==> src/rtl/ram_port_arbiter_pkg.sv <==
// Shared definitions for the RAM port arbiter.
//   arb_state_e : arbiter FSM states (normal arbitration, draining, host-owned)
//   WordShift   : byte-to-word address shift for the 32-bit block RAM
package ram_port_arbiter_pkg;

  typedef enum logic [1:0] {
    StArb   = 2'd0,
    StDrain = 2'd1,
    StHost  = 2'd2
  } arb_state_e;

  localparam int unsigned WordShift = 2;

endpackage

==> src/rtl/ram_port_arbiter_if.sv <==
// Requester-side bus of the RAM port arbiter.
//   req_valid/req_write/req_address/req_write_data : per-requester access, slice i = requester i
//   req_ready  : one-hot grant, same cycle as the access
//   resp_valid : one-hot completion (read data or misalignment error) one cycle later
//   resp_data/resp_error : shared completion payload
// master = the requesters, slave = the arbiter.
interface ram_port_arbiter_if #(
  parameter int unsigned WORD_WIDTH    = 32,
  parameter int unsigned ADDRESS_WIDTH = 16,
  parameter int unsigned NUM_REQ       = 4
);
  logic [NUM_REQ-1:0]               req_valid;
  logic [NUM_REQ-1:0]               req_write;
  logic [NUM_REQ*ADDRESS_WIDTH-1:0] req_address;
  logic [NUM_REQ*WORD_WIDTH-1:0]    req_write_data;
  logic [NUM_REQ-1:0]               req_ready;
  logic [NUM_REQ-1:0]               resp_valid;
  logic [WORD_WIDTH-1:0]            resp_data;
  logic                             resp_error;

  modport master (
    output req_valid, req_write, req_address, req_write_data,
    input  req_ready, resp_valid, resp_data, resp_error
  );

  modport slave (
    input  req_valid, req_write, req_address, req_write_data,
    output req_ready, resp_valid, resp_data, resp_error
  );
endinterface

==> src/rtl/ram_port_arbiter_rr_select.sv <==
// Round-robin selector.
//   request : request vector
//   pointer : highest-priority index this cycle
//   grant   : one-hot grant (zero when nothing requests)
//   index   : binary index of the granted requester
//   valid   : a grant was made
module rr_select #(
  parameter int unsigned NUM_REQ   = 4,
  parameter int unsigned IDX_WIDTH = $clog2(NUM_REQ)
) (
  input  logic [NUM_REQ-1:0]   request,
  input  logic [IDX_WIDTH-1:0] pointer,
  output logic [NUM_REQ-1:0]   grant,
  output logic [IDX_WIDTH-1:0] index,
  output logic                 valid
);

  always_comb begin
    int unsigned ptr_u;
    int unsigned slot;
    grant = '0;
    index = '0;
    valid = 1'b0;
    ptr_u = 32'(pointer);
    slot  = 0;
    // First requester found walking upward from pointer (wrapping) wins.
    for (int unsigned k = 0; k < NUM_REQ; k++) begin
      slot = (ptr_u + k) % NUM_REQ;
      if (!valid && request[slot]) begin
        grant[slot] = 1'b1;
        index       = IDX_WIDTH'(slot);
        valid       = 1'b1;
      end
    end
  end

endmodule

==> src/rtl/ram_port_arbiter.sv <==
// Arbitrates NUM_REQ shader-core requesters and a lockable host port onto one block RAM.
//   clock, reset_n          : clock and synchronous active-low reset
//   req_bus (slave)         : requester accesses, one-hot grant, one-cycle-later completions
//   host_lock_req/grant     : host exclusive-ownership handshake
//   host_address/write/...  : host access, passed straight to the RAM while owned
//   ram_*                   : word-addressed block RAM port, read data one cycle after address
module ram_port_arbiter
  import ram_port_arbiter_pkg::*;
#(
  parameter int unsigned WORD_WIDTH    = 32,
  parameter int unsigned ADDRESS_WIDTH = 16,
  parameter int unsigned NUM_REQ       = 4
) (
  input  logic                     clock,
  input  logic                     reset_n,
  ram_port_arbiter_if.slave        req_bus,
  input  logic                     host_lock_req,
  output logic                     host_lock_grant,
  input  logic [ADDRESS_WIDTH-1:0] host_address,
  input  logic                     host_write,
  input  logic [WORD_WIDTH-1:0]    host_write_data,
  output logic [ADDRESS_WIDTH-1:0] ram_address,
  output logic                     ram_write,
  output logic [WORD_WIDTH-1:0]    ram_write_data,
  input  logic [WORD_WIDTH-1:0]    ram_read_data
);

  localparam int unsigned IdxW = $clog2(NUM_REQ);

  arb_state_e          state_q, state_d;
  logic [IdxW-1:0]     rr_ptr_q, rr_ptr_d;
  logic [NUM_REQ-1:0]  pend_valid_q, pend_valid_d;
  logic                pend_error_q, pend_error_d;
  logic                host_lock_grant_q;

  logic                grant_enable;
  logic [NUM_REQ-1:0]  sel_grant;
  logic [IdxW-1:0]     sel_index;
  logic                sel_valid;

  logic [ADDRESS_WIDTH-1:0] g_address;
  logic                     g_write;
  logic [WORD_WIDTH-1:0]    g_write_data;
  logic                     g_misaligned;

  // A rising lock request blocks grants in the very same cycle.
  assign grant_enable = reset_n && (state_q == StArb) && !host_lock_req;

  rr_select #(
    .NUM_REQ   (NUM_REQ),
    .IDX_WIDTH (IdxW)
  ) u_rr_select (
    .request (req_bus.req_valid & {NUM_REQ{grant_enable}}),
    .pointer (rr_ptr_q),
    .grant   (sel_grant),
    .index   (sel_index),
    .valid   (sel_valid)
  );

  assign req_bus.req_ready = sel_grant;

  always_comb begin
    g_address    = '0;
    g_write      = 1'b0;
    g_write_data = '0;
    for (int unsigned i = 0; i < NUM_REQ; i++) begin
      if (sel_grant[i]) begin
        g_address    = req_bus.req_address[i*ADDRESS_WIDTH +: ADDRESS_WIDTH];
        g_write      = req_bus.req_write[i];
        g_write_data = req_bus.req_write_data[i*WORD_WIDTH +: WORD_WIDTH];
      end
    end
  end

  assign g_misaligned = |g_address[1:0];

  // RAM port mux: host while owned, else the granted requester, else idle zeros.
  always_comb begin
    ram_address    = '0;
    ram_write      = 1'b0;
    ram_write_data = '0;
    if (reset_n) begin
      if (state_q == StHost) begin
        ram_address    = host_address >> WordShift;
        ram_write      = host_write;
        ram_write_data = host_write_data;
      end else if (sel_valid) begin
        ram_address    = g_address >> WordShift;
        ram_write      = g_write && !g_misaligned;
        ram_write_data = g_write_data;
      end
    end
  end

  // Reads and any misaligned access complete in the next cycle.
  always_comb begin
    pend_valid_d = '0;
    pend_error_d = 1'b0;
    if (sel_valid && (!g_write || g_misaligned)) begin
      pend_valid_d = sel_grant;
      pend_error_d = g_misaligned;
    end
  end

  always_comb begin
    rr_ptr_d = rr_ptr_q;
    if (sel_valid) begin
      rr_ptr_d = (sel_index == IdxW'(NUM_REQ - 1)) ? '0 : sel_index + 1'b1;
    end
  end

  // No grant is made in the cycle the lock is requested, so the only response
  // that can still be outstanding is the one delivered during that cycle.
  always_comb begin
    state_d = state_q;
    case (state_q)
      StArb:   if (host_lock_req) state_d = (|pend_valid_d) ? StDrain : StHost;
      StDrain: state_d = host_lock_req ? StHost : StArb;
      StHost:  if (!host_lock_req) state_d = StArb;
      default: state_d = StArb;
    endcase
  end

  always_ff @(posedge clock) begin
    if (!reset_n) begin
      state_q           <= StArb;
      rr_ptr_q          <= '0;
      pend_valid_q      <= '0;
      pend_error_q      <= 1'b0;
      host_lock_grant_q <= 1'b0;
    end else begin
      state_q           <= state_d;
      rr_ptr_q          <= rr_ptr_d;
      pend_valid_q      <= pend_valid_d;
      pend_error_q      <= pend_error_d;
      host_lock_grant_q <= (state_d == StHost);
    end
  end

  assign host_lock_grant = host_lock_grant_q;

  // Gated by reset_n so a completion already registered is dropped when reset lands.
  assign req_bus.resp_valid = pend_valid_q & {NUM_REQ{reset_n}};
  assign req_bus.resp_error = pend_error_q && reset_n;
  assign req_bus.resp_data  = (reset_n && (|pend_valid_q) && !pend_error_q) ? ram_read_data : '0;

endmodule

==> src/flat_wrapper.sv <==
// flat-port wrapper written by rule: the top's interface ports become plain ports
module ram_port_arbiter_flat import ram_port_arbiter_pkg::*;
#(
  parameter int unsigned WORD_WIDTH    = 32,
  parameter int unsigned ADDRESS_WIDTH = 16,
  parameter int unsigned NUM_REQ       = 4
)
  (clock, reset_n, host_lock_req, host_lock_grant, host_address, host_write, host_write_data, ram_address, ram_write, ram_write_data, ram_read_data, req_bus_req_valid, req_bus_req_write, req_bus_req_address, req_bus_req_write_data, req_bus_req_ready, req_bus_resp_valid, req_bus_resp_data, req_bus_resp_error);
  ram_port_arbiter_if #(.WORD_WIDTH(WORD_WIDTH), .ADDRESS_WIDTH(ADDRESS_WIDTH), .NUM_REQ(NUM_REQ)) req_bus_i ();
  input  logic clock;
  input  logic reset_n;
  input  logic host_lock_req;
  output logic host_lock_grant;
  input  logic [ADDRESS_WIDTH-1:0] host_address;
  input  logic host_write;
  input  logic [WORD_WIDTH-1:0] host_write_data;
  output logic [ADDRESS_WIDTH-1:0] ram_address;
  output logic ram_write;
  output logic [WORD_WIDTH-1:0] ram_write_data;
  input  logic [WORD_WIDTH-1:0] ram_read_data;
  input wire logic [$bits(req_bus_i.req_valid)-1:0] req_bus_req_valid;
  input wire logic [$bits(req_bus_i.req_write)-1:0] req_bus_req_write;
  input wire logic [$bits(req_bus_i.req_address)-1:0] req_bus_req_address;
  input wire logic [$bits(req_bus_i.req_write_data)-1:0] req_bus_req_write_data;
  output wire logic [$bits(req_bus_i.req_ready)-1:0] req_bus_req_ready;
  output wire logic [$bits(req_bus_i.resp_valid)-1:0] req_bus_resp_valid;
  output wire logic [$bits(req_bus_i.resp_data)-1:0] req_bus_resp_data;
  output wire logic [$bits(req_bus_i.resp_error)-1:0] req_bus_resp_error;
  assign req_bus_i.req_valid = req_bus_req_valid;
  assign req_bus_i.req_write = req_bus_req_write;
  assign req_bus_i.req_address = req_bus_req_address;
  assign req_bus_i.req_write_data = req_bus_req_write_data;
  assign req_bus_req_ready = req_bus_i.req_ready;
  assign req_bus_resp_valid = req_bus_i.resp_valid;
  assign req_bus_resp_data = req_bus_i.resp_data;
  assign req_bus_resp_error = req_bus_i.resp_error;
  ram_port_arbiter #(.WORD_WIDTH(WORD_WIDTH), .ADDRESS_WIDTH(ADDRESS_WIDTH), .NUM_REQ(NUM_REQ)) u_core (.clock(clock), .reset_n(reset_n), .req_bus(req_bus_i), .host_lock_req(host_lock_req), .host_lock_grant(host_lock_grant), .host_address(host_address), .host_write(host_write), .host_write_data(host_write_data), .ram_address(ram_address), .ram_write(ram_write), .ram_write_data(ram_write_data), .ram_read_data(ram_read_data));
endmodule
==> config.mk <==
export PLATFORM = sky130hd
export DESIGN_NAME = ram_port_arbiter_flat
export DESIGN_NICKNAME = d
export VERILOG_FILES = /design/src/rtl/ram_port_arbiter_pkg.sv /design/src/rtl/ram_port_arbiter_if.sv /design/src/rtl/ram_port_arbiter_rr_select.sv /design/src/rtl/ram_port_arbiter.sv /design/src/flat_wrapper.sv
export SDC_FILE = /design/constraint.sdc
export NUM_CORES = 1
export LEC_CHECK = 0
export CORE_AREA = 2 2 147 149
export DETAILED_ROUTE_END_ITERATION = 8
export DIE_AREA = 0 0 149 151
export HOLD_SLACK_MARGIN = 0.03
export SETUP_SLACK_MARGIN = 0.2
export SLEW_MARGIN = 30
export SYNTH_ARGS = -nofsm -noshare
export SYNTH_HDL_FRONTEND = slang
export SYNTH_HIERARCHICAL = 1
export SYNTH_SLANG_ARGS = --single-unit
==> constraint.sdc <==
create_clock -name clock -period 3.1 [get_ports clock]
set_input_delay 0.31 -clock clock [delete_from_list [all_inputs] [get_ports clock]]
set_output_delay 0.31 -clock clock [all_outputs]
set_load 0.005 [all_outputs]
==> flow_summary.toml <==
[sta]
period_needed_ns = 3.553
maxSlewHeadroom_pct = 66.59
clock.fmax_mhz = 281.4
fin_crit_sh_pct = 114.6
slew_violations = 0
timing.final.hold_violations = 0
fin_hold_ws_ns = 0.3724
finalSetupTns_ns = -16.06
worstMarginPinSlew_ns = 0.4948
setup_slack_ns = -0.4530
rsz0062_at_grt = "true"
finalSetupViolations = 50
clock-skew-final_ns = 0.0004827

[logic_synthesis]
synth_top_family_by_area = "compound AO/OA/AOI/OAI gates"
yosys.area_share.adder_pct = 2.580
synth_warnings = 6
synthCells = 418
synth.avg_cell_area_um2 = 6.962
synth-seq-cells = 10
synthXorXnorAreaFrac_pct = 0
yosys.cell_types.count = 45
synth_compound_area_share_pct = 44.15
synth_async_sr_flop_share_pct = 0
synth_edf_count = 0
synthMuxAreaShare_pct = 5.159
ys.flop_type = "dfxtp_1"
yosys.area_share.simple_pct = 32.07
syn_area_um2 = 2910
ys_seq_area_share_pct = 6.879

[placed_design]
dp.cells = 1072
dpl.hpwl_mm = 15.02
post_dp_cell_area_um2 = 7380
io_buffer_count = 370
gp_congestion = 0.8077

[layout]
n_antenna_cell = 0
final_nets = 1148
final_cells = 1132
final_area_um2 = 8333
drive_gt1_share_pct = 31.04
area_delta_synth_final_pct = 186.3

[setup_path]
r2r_setup_slack_ns = -0.09
end_kind = "primary output"
cp-start-kind = "register"
crit_fanout = 5
r2r-start = "u_core/state_q[1]$_SDFF_PN0_"
cp.arrival_ns = 3.24
cp_data_required_time_ns = 2.79
critPathKind = "reg -> out"
startpoint = "u_core/state_q[1]$_SDFF_PN0_"

[clock_network]
cts-root-buf = "clkbuf_16"
clock-sinks = 10
cts_hold_buf = 0
cts_htree_levels = 1
insertion_delay_ns = 0.24
clkTransAtPathRegs_ns = 0.04
cts_buffers = 3
clk_path_buf_depth = 2
cts_tree = "yes"

[power_and_ir_drop]
swShare_pct = 40.21
p_leak_uw = 0.003261
p_clk_share_pct = 6.2
p_comb_share_pct = 89.7
seqPwrFrac_pct = 4.2
power.density_nw_per_um2 = 498.6
p_int_uw = 2484
power.switching_uw = 1671
vdd_drop_max_uv = 395.5

[drt]
ant_nets = 0
post_drt_wl_per_cell_um = 17.96
first_iter_violations = 190
drc = 0
dr.pass1.iters = 4
vias_per_cell = 4.451
routed_wl_mm = 20.33
vias = 5038

[status]
violations = "setup timing"
status = "complete, but fails checks"

[floorplanning]
die_area_um2 = 22500
fp.dieH_um = 151
core_area_um2 = 20820
start_util_pct = 13.98
die_width_um = 149
io_pins = 375
placementRows = 53

[global_route]
antenna_found_initial = 0
grt_max_degree = 33
grt_pass1_vias = 5127
grt_util_all_layers_pct = 16.23
grt_remaining_overflow = 0
grt_first_pass_wirelength_mm = 28.38

[min_path]
timing.hold.worst.start = "reset_n"
hp-class = "in -> reg"

[flow_run]
cap_violations = 0
-- synth_stat cells, drive strengths merged, types with 2 or more instances --
cell | count | share of area, %
and2 | 90 | 19
nand2 | 54 | 7.0
a22oi | 53 | 14
o21ai | 52 | 8.9
a221o | 47 | 16
buf | 27 | 5.9
clkbuf | 19 | 2.5
dfxtp | 10 | 6.9
a21oi | 8 | 1.4
ha | 6 | 2.6
nor2 | 6 | 0.77
inv | 5 | 0.64
nor2b | 5 | 1.2
mux4 | 4 | 3.4
mux2i | 3 | 1.0
nor4b | 3 | 1.4
a211oi | 2 | 0.69
a32o | 2 | 0.69
mux2 | 2 | 0.77
nor4 | 2 | 0.43
o211a | 2 | 0.69
o311ai | 2 | 0.60
or2 | 2 | 0.43
-- through the flow --
stage               util (%)  setup WS [ns]  total power [uW]
floorplan                  -       -0.08626              1521
global placement       35.44        -0.9115              2904
detailed placement     35.44        -0.9975              2910
CTS                    39.26        -0.4999              3935
global route           40.02        -0.5791              4438
finish                 40.02        -0.4530              4155
-- what timing repair did --
action | in CTS | in global routing
pin swaps | 37 | 67
endpoints found under the setup margin | 59 | 58
gates resized for setup | 291 | 61
cloned | 8 | 2
buffers inserted | 36 | 10
-- sequential cells by signal (all words and copies together) (netlist names) --
signal and flops:
u_core/pend_valid_q 4, u_core/rr_ptr_q 2, u_core/state_q 2, u_core/host_lock_grant 1
u_core/pend_error_q 1
-- logic make-up (layout without fill, tap and decap cells) --
group | after synthesis | after routing
simple gates | 168 | 168
buf+inv | 51 | 489
other cells | 1 | 2
mux | 9 | 9
compound gates | 173 | 173
fa+ha+maj | 6 | 6
flops | 10 | 10
-- cell type report --
| cell class | instances | area (um^2) |
|---|---|---|
| fillers | 2151 | 12490 |
| clock buffers | 4 | 88.84 |
| repair buffers | 480 | 4805 |
| flip-flops and latches | 10 | 202.7 |
| multi-input cells | 358 | 2874 |
| inverters | 5 | 18.77 |
| well taps | 275 | 344.1 |
-- placed cells by master (no fill, tap or decap), types with 9 or more instances in the layout --
master           instances
clkdlybuf4s50_1        313
and2_1                  84
buf_4                   55
a22oi_2                 50
nand2_1                 49
a221o_1                 47
o21ai_1                 39
buf_2                   32
buf_6                   27
clkbuf_2                16
buf_12                  15
o21ai_2                  9
-- per-layer routing --
layer / global-route usage (%) / wire length, um / vias up
met3: 3.373 / 1705 / 14
li1: - / - / 2460
met5: 0 / 0 / -
met4: 2.190 / 159 / 0
met2: 30.78 / 10410 / 253
met1: 19.17 / 8057 / 2311
-- worst max-delay path: stages (launching register included) --
cell and delay (ns):
dfxtp_2 0.33, nor4b_4 0.35, and2_4 0.23, mux4_2 0.28
and2b_2 0.27, buf_4 0.14, a22oi_2 0.17, o21ai_4 0.10
buf_6 0.13, or2_4 0.24, a221o_1 0.28, and2_4 0.15
a32o_1 0.21, buf_2 0.12
-- power groups by stage --
| stage | Clock (uW) | Sequential (uW) | Combinational, uW |
|---|---|---|---|
| final | 256 | 173 | 3730 |
| after detailed placement | 0 | 173 | 2740 |
| after CTS | 258 | 173 | 3500 |
| after global placement | 0 | 173 | 2730 |
| after floorplan | 0 | 184 | 1340 |
| after global routing | 266 | 176 | 4000 |
-- final timing paths --
path,end,cells past startpoint
setup / recovery,ram_write,13
hold / removal,u_core/rr_ptr_q[1]$_SDFFE_PN0P_,2
setup reg to reg,u_core/host_lock_grant$_SDFF_PN0_,14
hold reg to reg,u_core/state_q[1]$_SDFF_PN0_,3
(Power assumes the default switching activity.)
